File: config.mk
export PLATFORM = sky130hd
export DESIGN_NAME = alu_control
export DESIGN_NICKNAME = d
export VERILOG_FILES = /design/src/rtl/alu_control.sv
export SDC_FILE = /design/constraint.sdc
export NUM_CORES = 1
export LEC_CHECK = 0
export ABC_AREA = 1
export CORE_AREA = 2 2 39 41
export DETAILED_ROUTE_END_ITERATION = 12
export DIE_AREA = 0 0 41 43
export GPL_ROUTABILITY_DRIVEN = 0
export PLACE_DENSITY = 0.78
export SYNTH_ARGS = -nofsm -noshare
export SYNTH_HDL_FRONTEND = slang
export SYNTH_SLANG_ARGS = --single-unit
File: constraint.sdc
create_clock -name clk -period 0.8 [get_ports clk]
set_clock_uncertainty 0.1 [all_clocks]
set_input_delay 0.16 -clock clk [delete_from_list [all_inputs] [get_ports clk]]
set_output_delay 0.16 -clock clk [all_outputs]
set_load 0.01 [all_outputs]
File: src/rtl/alu_control.sv
// alu_control: decodes main-control ALU_OP plus funct3/funct7[5] of an RV32I
// instruction into the 4-bit datapath ALU operation select. The result is
// registered, so alu_inst is valid one cycle after the inputs are sampled.
module alu_control #(
  parameter int width_instruction = 32
) (
  input  logic                         clk,
  input  logic                         rst,
  input  logic [width_instruction-1:0] instruccion,
  input  logic [1:0]                   ALU_OP,
  output logic [3:0]                   alu_inst
);

  localparam logic [3:0] OP_AND  = 4'b0000;
  localparam logic [3:0] OP_OR   = 4'b0001;
  localparam logic [3:0] OP_ADD  = 4'b0010;
  localparam logic [3:0] OP_SLL  = 4'b0011;
  localparam logic [3:0] OP_XOR  = 4'b0100;
  localparam logic [3:0] OP_SRL  = 4'b0101;
  localparam logic [3:0] OP_SUB  = 4'b0110;
  localparam logic [3:0] OP_SLT  = 4'b0111;
  localparam logic [3:0] OP_SLTU = 4'b1000;
  localparam logic [3:0] OP_SRA  = 4'b1001;

  localparam logic [1:0] CLS_MEM    = 2'b00;
  localparam logic [1:0] CLS_BRANCH = 2'b01;
  localparam logic [1:0] CLS_RTYPE  = 2'b10;
  localparam logic [1:0] CLS_ITYPE  = 2'b11;

  logic [2:0] funct3;
  logic       funct7_b5;
  logic [3:0] alu_inst_d;
  logic [3:0] alu_inst_q;

  // Only bit 30 and bits 14:12 matter; the rest of the word is deliberately ignored.
  logic       unused_instr;
  assign unused_instr = ^instruccion;

  assign funct3    = instruccion[14:12];
  assign funct7_b5 = instruccion[30];

  // Combinational decode; every input combination yields a defined code.
  always_comb begin
    alu_inst_d = OP_ADD;
    unique case (ALU_OP)
      CLS_MEM:    alu_inst_d = OP_ADD;
      CLS_BRANCH: alu_inst_d = OP_SUB;
      CLS_RTYPE, CLS_ITYPE: begin
        unique case (funct3)
          3'b000: begin
            // In I-type, bit 30 is part of the immediate: there is no SUBI.
            if (ALU_OP == CLS_RTYPE && funct7_b5) alu_inst_d = OP_SUB;
            else                                  alu_inst_d = OP_ADD;
          end
          3'b001: alu_inst_d = OP_SLL;
          3'b010: alu_inst_d = OP_SLT;
          3'b011: alu_inst_d = OP_SLTU;
          3'b100: alu_inst_d = OP_XOR;
          3'b101: alu_inst_d = funct7_b5 ? OP_SRA : OP_SRL;
          3'b110: alu_inst_d = OP_OR;
          3'b111: alu_inst_d = OP_AND;
          default: alu_inst_d = OP_ADD;
        endcase
      end
      default: alu_inst_d = OP_ADD;
    endcase
  end

  // Output register; synchronous reset forces ADD and discards any pending decode.
  always_ff @(posedge clk) begin
    if (rst) alu_inst_q <= OP_ADD;
    else     alu_inst_q <= alu_inst_d;
  end

  assign alu_inst = alu_inst_q;

endmodule

---- Word level (Yosys, flattened, before mapping) ----
Cells that the tools add are included.
cells by class
  equality and inequality tests ........... 10
  multiplexer cells ....................... 4
  reduce and logical (&&, ||, !) cells .... 4
operators with widths
  kind                                                             count
  4-bit case mux with 8 select lines                               1
  3-bit == test, second input constant                             4
  4-bit case mux with 3 select lines                               1
  3-bit by 2-bit == test with 1-bit output, second input constant  2
  2-bit == test, second input constant                             2
  4-bit two-way mux                                                1
  3-bit by 1-bit == test with 1-bit output, second input constant  1
  3-bit logical NOT                                                1
  3-bit two-way mux                                                1
  2-bit by 1-bit == test with 1-bit output, second input constant  1
  2-bit logical NOT                                                1
  2-bit OR reduction                                               1
  1-bit logical AND                                                1
storage, ports and cells
  register bits ........................... 4
  bits of input ports ..................... 36
  output and inout bits ................... 4
  logic and storage cells ................. 19

---- Longest topological paths before layout ----
Gate-level depths: netlist (run 1).
  word-level depth ........................ 5
  gate-level depth with buffers ........... 7
  depth with buffers taken out ............ 7

---- Worst setup path after synthesis (run 1) ----
OpenSTA, ideal clock, no wires.
  kind .................................... input-to-reg
  start ................................... input ALU_OP[1]
  end ..................................... register alu_inst_q[1] (netlist: alu_inst[1])
  setup time .............................. 115 ps
  arrival time ............................ 572 ps
  data required time ...................... 585 ps
  slack ................................... 13 ps
  stages .................................. 3
  path buffers ............................ 0
  path through ............................ inv_1 or2_1 a21o_2
between the ends
  word-level cells in the longest chain between the ends .. 3
  elaborated cells on any way between the ends .. 6
  those cells by class .................... 3 x eq/ne; 1 x mux; 2 x reduce/logical
ends and longest elaborated chain
  element                               line  RTL
  start: declaration                    10    input logic [1:0] ALU_OP,
  2-bit == test                         45    unique case (ALU_OP)
  2-bit OR reduction                    45
  4-bit case mux with 3 select lines *  45
  end signal: assignment                72    else alu_inst_q <= alu_inst_d;
  end: declaration                      33    logic [3:0] alu_inst_q;
Mark *: on every way between the ends. The rest lies on a longest branch, timed or not.
A chain may end at the register's enable or synchronous reset.

---- Final worst setup path (run 1) ----
  start ................................... register alu_inst_q[0] (netlist: alu_inst[0])
  end ..................................... output alu_inst[0]
RTL lines
  element           line  RTL
  end: declaration  11    output logic [3:0] alu_inst
No word-level cell between the ends.

==> flow_summary.yaml, run 1 <==
status:
  status: "complete, but fails checks"
  violations: "negative setup slack"
pwr:
  power.total_uw: 545
  cellLeakagePower_nw: 0.173
  ir_worst_vdd_v: 0.000231
  p_per_area_nw_per_um2: 1720
cts:
  cts_tree: "built"
  cts_sinks: 4
  htree_levels: 1
  cts_buffer_depth: 2
  path_clk_slew_ns: 0.04
  numCtsBuffers: 3
  cts-root-buf: "clkbuf_4"
  ctsHoldBuffers: 0
floorplanning:
  die_w_um: 41
  ios: 40
  die_h_um: 43
  core_um2: 1380
  num_rows: 14
  die_area_um2: 1760
  start_util_pct: 13.3
worst_hold_path:
  worstHoldStart: "instruccion[14]"
  worstHoldPathType: "in2reg"
  holdPathStages: 3
  hold_path_end: "alu_inst[1]$_SDFF_PP1_"
timing:
  min_period_over_period_pct: 113
  tightest_slew_ns: 0.145
  fin_setup_tns_ns: -0.403
  max_freq_ghz: 1.11
  slew_headroom_pct: 90.3
  hold_violations: 0
  period_needed_ns: 0.902
  rsz0062_at_grt: "yes"
  finalWorstSetupSlack_ns: -0.102
  final-max-slew-violation-count: 0
  setup_violations: 4
  hold-worst-slack_ns: 0.148
synth:
  synth_seq_area_share_pct: 43.5
  ys_ff_latch: 4
  yosysWarnings: 0
  synth_mux_area_share_pct: 0
  synth_top_family_by_area: "simple AND/OR/NAND/NOR gates"
  syn_avg_cell_area_um2: 6.81
  synth_xor_area_share_pct: 0
  syn_area_um2: 184
  synth_nets: 63
  ys_types: 8
  synth-simple-area-share_pct: 41.5
  synthAdderAreaFrac_pct: 0
  synth-compound-area-share_pct: 4.76
  synth_cells: 27
placed_design:
  place_hpwl_um: 321
  post-place-ws_ns: -0.506
  io_buffers: 11
  dp_cells: 55
setup_path:
  cp_num_buf_inv: 1
  cp_top_family: "flip-flops"
  crit_slowest_cell: "dfxtp_1"
  slowest_delay_ns: 0.28
  start_kind: "flip-flop"
  critical_path.cell_chain: "buf_2"
  crit_type: "reg2out"
  critPathCaptureType: "output pin"
  cp_max_fo: 1
  cp.arrival_ns: 0.64
  cp.required_ns: 0.54
route:
  firstDrtPassIters: 2
  vias: 205
  drt_wl_total_um: 439
  drc: 0
  wire_per_inst_um: 7.57
  drtIter0Drc: 1
  vias_per_cell: 3.53
  antenna_left: 0
global_routing:
  grt_antenna_before_repair: 0
  grt_pass1_vias: 198
  grt_usage_pct: 6.43
  grt_max_degree: 5
  grt_first_pass_wirelength_um: 696
  grt_overflow: 0
cells_and_area:
  regArea_um2: 80.1
  final_common_cell: "nand2_1"
  antenna_cells: 0
  multi_input_area_um2: 95.1
  largest_register_ffs: 4
  drive_gt1_share_pct: 35.7
  instances_no_fill: 58
  area_growth_pct: 72.1
  fin_nets: 80
  final_cell_mix: "nand2_1, inv_1, dfxtp_1, buf_2"
  fillCellCount: 174
run:
  maxCapViolCount: 0
## cell usage after synthesis
library cell,count,area (um^2)
a21o_2,1,8.76
dfxtp_1,4,80.1
inv_1,5,18.8
nand2_1,8,30.0
nand3_1,2,10.0
nor2_1,4,15.0
nor3b_1,2,15.0
or2_1,1,6.26
## final cells by class
cell class                 instances  share of cell area (%)
clock buffer                       3                    7.11
inverter                           5                    5.93
multi-input combinational         18                    30.0
sequential                         4                    25.3
tap                               16                    6.32
timing repair buffer              12                    25.3
## what timing repair did
action,4_1_cts,5_1_grt
pin swaps,2,5
gates cloned,0,0
buffers inserted,0,0
endpoints found under the setup margin,8,8
resized for setup,25,9
## tightest hold or removal path, delay by kind of cell
kind | cells | cell delay, ns
buffers and inverters | 2 | 0.18
AO/OA/AOI/OAI | 1 | 0.11
## power breakdown
group | internal, mW | leakage, nW | switching (mW)
clock | 0.167 | 0.0138 | 0.0758
sequential | 0.211 | 0.0330 | 0.00167
combinational | 0.0458 | 0.126 | 0.0437
## worst max-delay path by stage
stage                                   endpoint  cells after the start  slack (ns)                    from
after global placement    alu_inst[1]$_SDFF_PP1_                      4       -0.50               ALU_OP[1]
after floorplan           alu_inst[1]$_SDFF_PP1_                      3        0.01               ALU_OP[1]
after detailed placement  alu_inst[1]$_SDFF_PP1_                      4       -0.51               ALU_OP[1]
final                                alu_inst[0]                      1       -0.10  alu_inst[0]$_SDFF_PP0_
after CTS                            alu_inst[0]                      1       -0.11  alu_inst[0]$_SDFF_PP0_
after global routing                 alu_inst[3]                      1       -0.13  alu_inst[3]$_SDFF_PP0_
## stage by stage
step | instance area (um^2) | util (%)
floorplan | 184 | -
global placement | 322 | 23.2
detailed placement | 322 | 23.2
CTS | 319 | 23.1
global route | 317 | 22.9
finish | 317 | 22.9
## logic make-up after synthesis
logic type | Yosys count
simple gates | 17
flops | 4
compound gates | 1
buf+inv | 5
## layer usage
metal / vias to the layer above / GRT usage [%] / wire length [um]
met3: 2 / 1.57 / 49
met2: 10 / 8.13 / 209
li1: 113 / - / -
met5: - / 0 / 0
met1: 80 / 6.11 / 161
met4: 0 / 10.7 / 19
Note: power is estimated with default switching activity, not from simulation.
==> run 2: changes to the inputs <==
--- a/config.mk
+++ b/config.mk
@@ -11,6 +11,8 @@
 export DIE_AREA = 0 0 41 43
 export GPL_ROUTABILITY_DRIVEN = 0
 export PLACE_DENSITY = 0.78
+export RECOVER_POWER = 25
+export SLEW_MARGIN = 20
 export SYNTH_ARGS = -nofsm -noshare
 export SYNTH_HDL_FRONTEND = slang
 export SYNTH_SLANG_ARGS = --single-unit
==> run 2 against run 1 <==
Compared with the run above:
- the run still ends with negative setup slack left
- power decreased by 0.29%
- global-route usage unchanged
- maximum frequency about the same
- clock power about the same
- core utilization decreased by 0.36 points
- combinational power decreased by 2%
- final cell count unchanged
- sequential cell count unchanged
- via count decreased by 0.49%
- hold slack about the same
- die area unchanged
- critical path type unchanged
- largest cell class unchanged
==> flow_summary.yaml, run 2 (synthesis gave the netlist of run 1 again) <==
setup_path:
  slowest_delay_ns: 0.28
  cp_top_family: "flip-flops"
  start_kind: "flip-flop"
  cp.arrival_ns: 0.64
  critical_path.cell_chain: "buf_2"
  cp.required_ns: 0.54
  crit_slowest_cell: "dfxtp_1"
  cp_num_buf_inv: 1
  crit_type: "reg2out"
  critPathCaptureType: "output pin"
  cp_max_fo: 1
pwr:
  combPwrFrac_pct: 16.2
  internal_power_uw: 423
  switching_share_pct: 22.1
  power.total_uw: 543
  p_per_area_nw_per_um2: 1740
  ir_worst_vdd_v: 0.000231
  p_sw_uw: 120
  p_seq_share_pct: 39.1
  p_clk_share_pct: 44.8
  cellLeakagePower_nw: 0.172
worst_hold_path:
  worstHoldPathType: "in2reg"
  holdPathStages: 3
  hold_path_end: "alu_inst[1]$_SDFF_PP1_"
  worstHoldStart: "instruccion[14]"
timing:
  finalWorstSetupSlack_ns: -0.102
  period_needed_ns: 0.902
  slew_headroom_pct: 88.9
  hold_violations: 0
  tightest_slew_ns: 0.167
  max_freq_ghz: 1.11
  rsz0062_at_grt: "yes"
  final-max-slew-violation-count: 0
  setup_violations: 4
  min_period_over_period_pct: 113
route:
  drc: 0
  vias: 204
  vias_per_cell: 3.52
  antenna_left: 0
  firstDrtPassIters: 2
  drtIter0Drc: 1
  drt_wl_total_um: 433
  wire_per_inst_um: 7.47
cells_and_area:
  antenna_cells: 0
  fillCellCount: 174
  final_area_um2: 312
  final_cell_mix: "nand2_1, inv_1, dfxtp_1, buf_2"
  fin_nets: 80
  drive_gt1_share_pct: 33.3
  final_common_cell: "nand2_1"
  multi_input_area_um2: 90.1
  largest_register_ffs: 4
  regArea_um2: 80.1
  area_growth_pct: 69.4
global_routing:
  grt_first_pass_wirelength_um: 696
  grt_overflow: 0
  grt_pass1_vias: 198
  grt_max_degree: 5
  grt_usage_pct: 6.43
  grt_antenna_before_repair: 0
cts:
  path_clk_slew_ns: 0.04
  numCtsBuffers: 3
  cts_buffer_depth: 2
  cts_sinks: 4
  htree_levels: 1
  ctsHoldBuffers: 0
  postCtsSetupRepairBufs: 0
  cts-root-buf: "clkbuf_4"
  cts_tree: "built"
floorplanning:
  start_util_pct: 13.3
  ios: 40
  die_h_um: 43
  core_um2: 1380
  die_area_um2: 1760
  num_rows: 14
  die_w_um: 41
run:
  maxCapViolCount: 0
placed_design:
  place_hpwl_um: 321
  postPlaceCellArea_um2: 322
  io_buffers: 11
status:
  status: "complete, but fails checks"
  violations: "negative setup slack"
-- run 2: changes by cell type in the layout (fill, tap and decap cells not counted) --
| cell | change |
|---|---|
| nor3b_2 | -1 |
| nor3b_1 | +1 |
-- run 2: routing by layer --
metal  part of all wire (%)  vias up  global-route usage [%]
met1                     36       79                    6.11
li1                       -      113                       -
met2                     48       10                    8.13
met3                     11        2                    1.57
met5                      0        -                       0
met4                    4.4        0                    10.7
-- run 2: power by group through the flow --
stage	registers (mW)	logic (mW)	clock network [mW]
2_1_floorplan	0.221	0.0321	0
3_3_place_gp	0.216	0.105	0
3_5_place_dp	0.216	0.106	0
4_1_cts	0.212	0.0863	0.258
5_1_grt	0.213	0.0993	0.267
6_report	0.212	0.0878	0.243
-- run 2: worst max-delay path by stage --
stage	startpoint	end	slack, ns	cells after the start
4_1_cts	alu_inst[0]$_SDFF_PP0_	alu_inst[0]	-0.11	1
2_1_floorplan	ALU_OP[1]	alu_inst[1]$_SDFF_PP1_	0.01	3
5_1_grt	alu_inst[3]$_SDFF_PP0_	alu_inst[3]	-0.13	1
3_3_place_gp	ALU_OP[1]	alu_inst[1]$_SDFF_PP1_	-0.50	4
3_5_place_dp	ALU_OP[1]	alu_inst[1]$_SDFF_PP1_	-0.51	4
6_report	alu_inst[0]$_SDFF_PP0_	alu_inst[0]	-0.10	1
-- run 2: cell type report --
class,count,share of cell area (%)
multi-input combinational,18,28.9
sequential,4,25.7
timing repair buffer,12,25.7
clock buffer,3,7.23
tap,16,6.43
inverter,5,6.02
-- run 2: what timing repair did --
item                                    4_1_cts  5_1_grt
endpoints found under the setup margin        8        8
endpoints found under the hold margin         0        0
pin swaps                                     2        5
resized for setup                            25        9
-- run 2: per-stage QoR --
stage | utilization, % | setup TNS, ns | cells | setup slack (ns) | hold WS, ns
after floorplan | - | 0 | 27 | 0.0128 | 0.208
after global placement | 23.2 | -3.00 | 55 | -0.495 | 0.714
after detailed placement | 23.2 | -3.02 | 55 | -0.506 | 0.714
after CTS | 23.1 | -0.450 | 58 | -0.114 | 0.207
after global routing | 22.5 | -0.512 | 58 | -0.134 | 0.184
final | 22.5 | -0.403 | 58 | -0.102 | 0.148
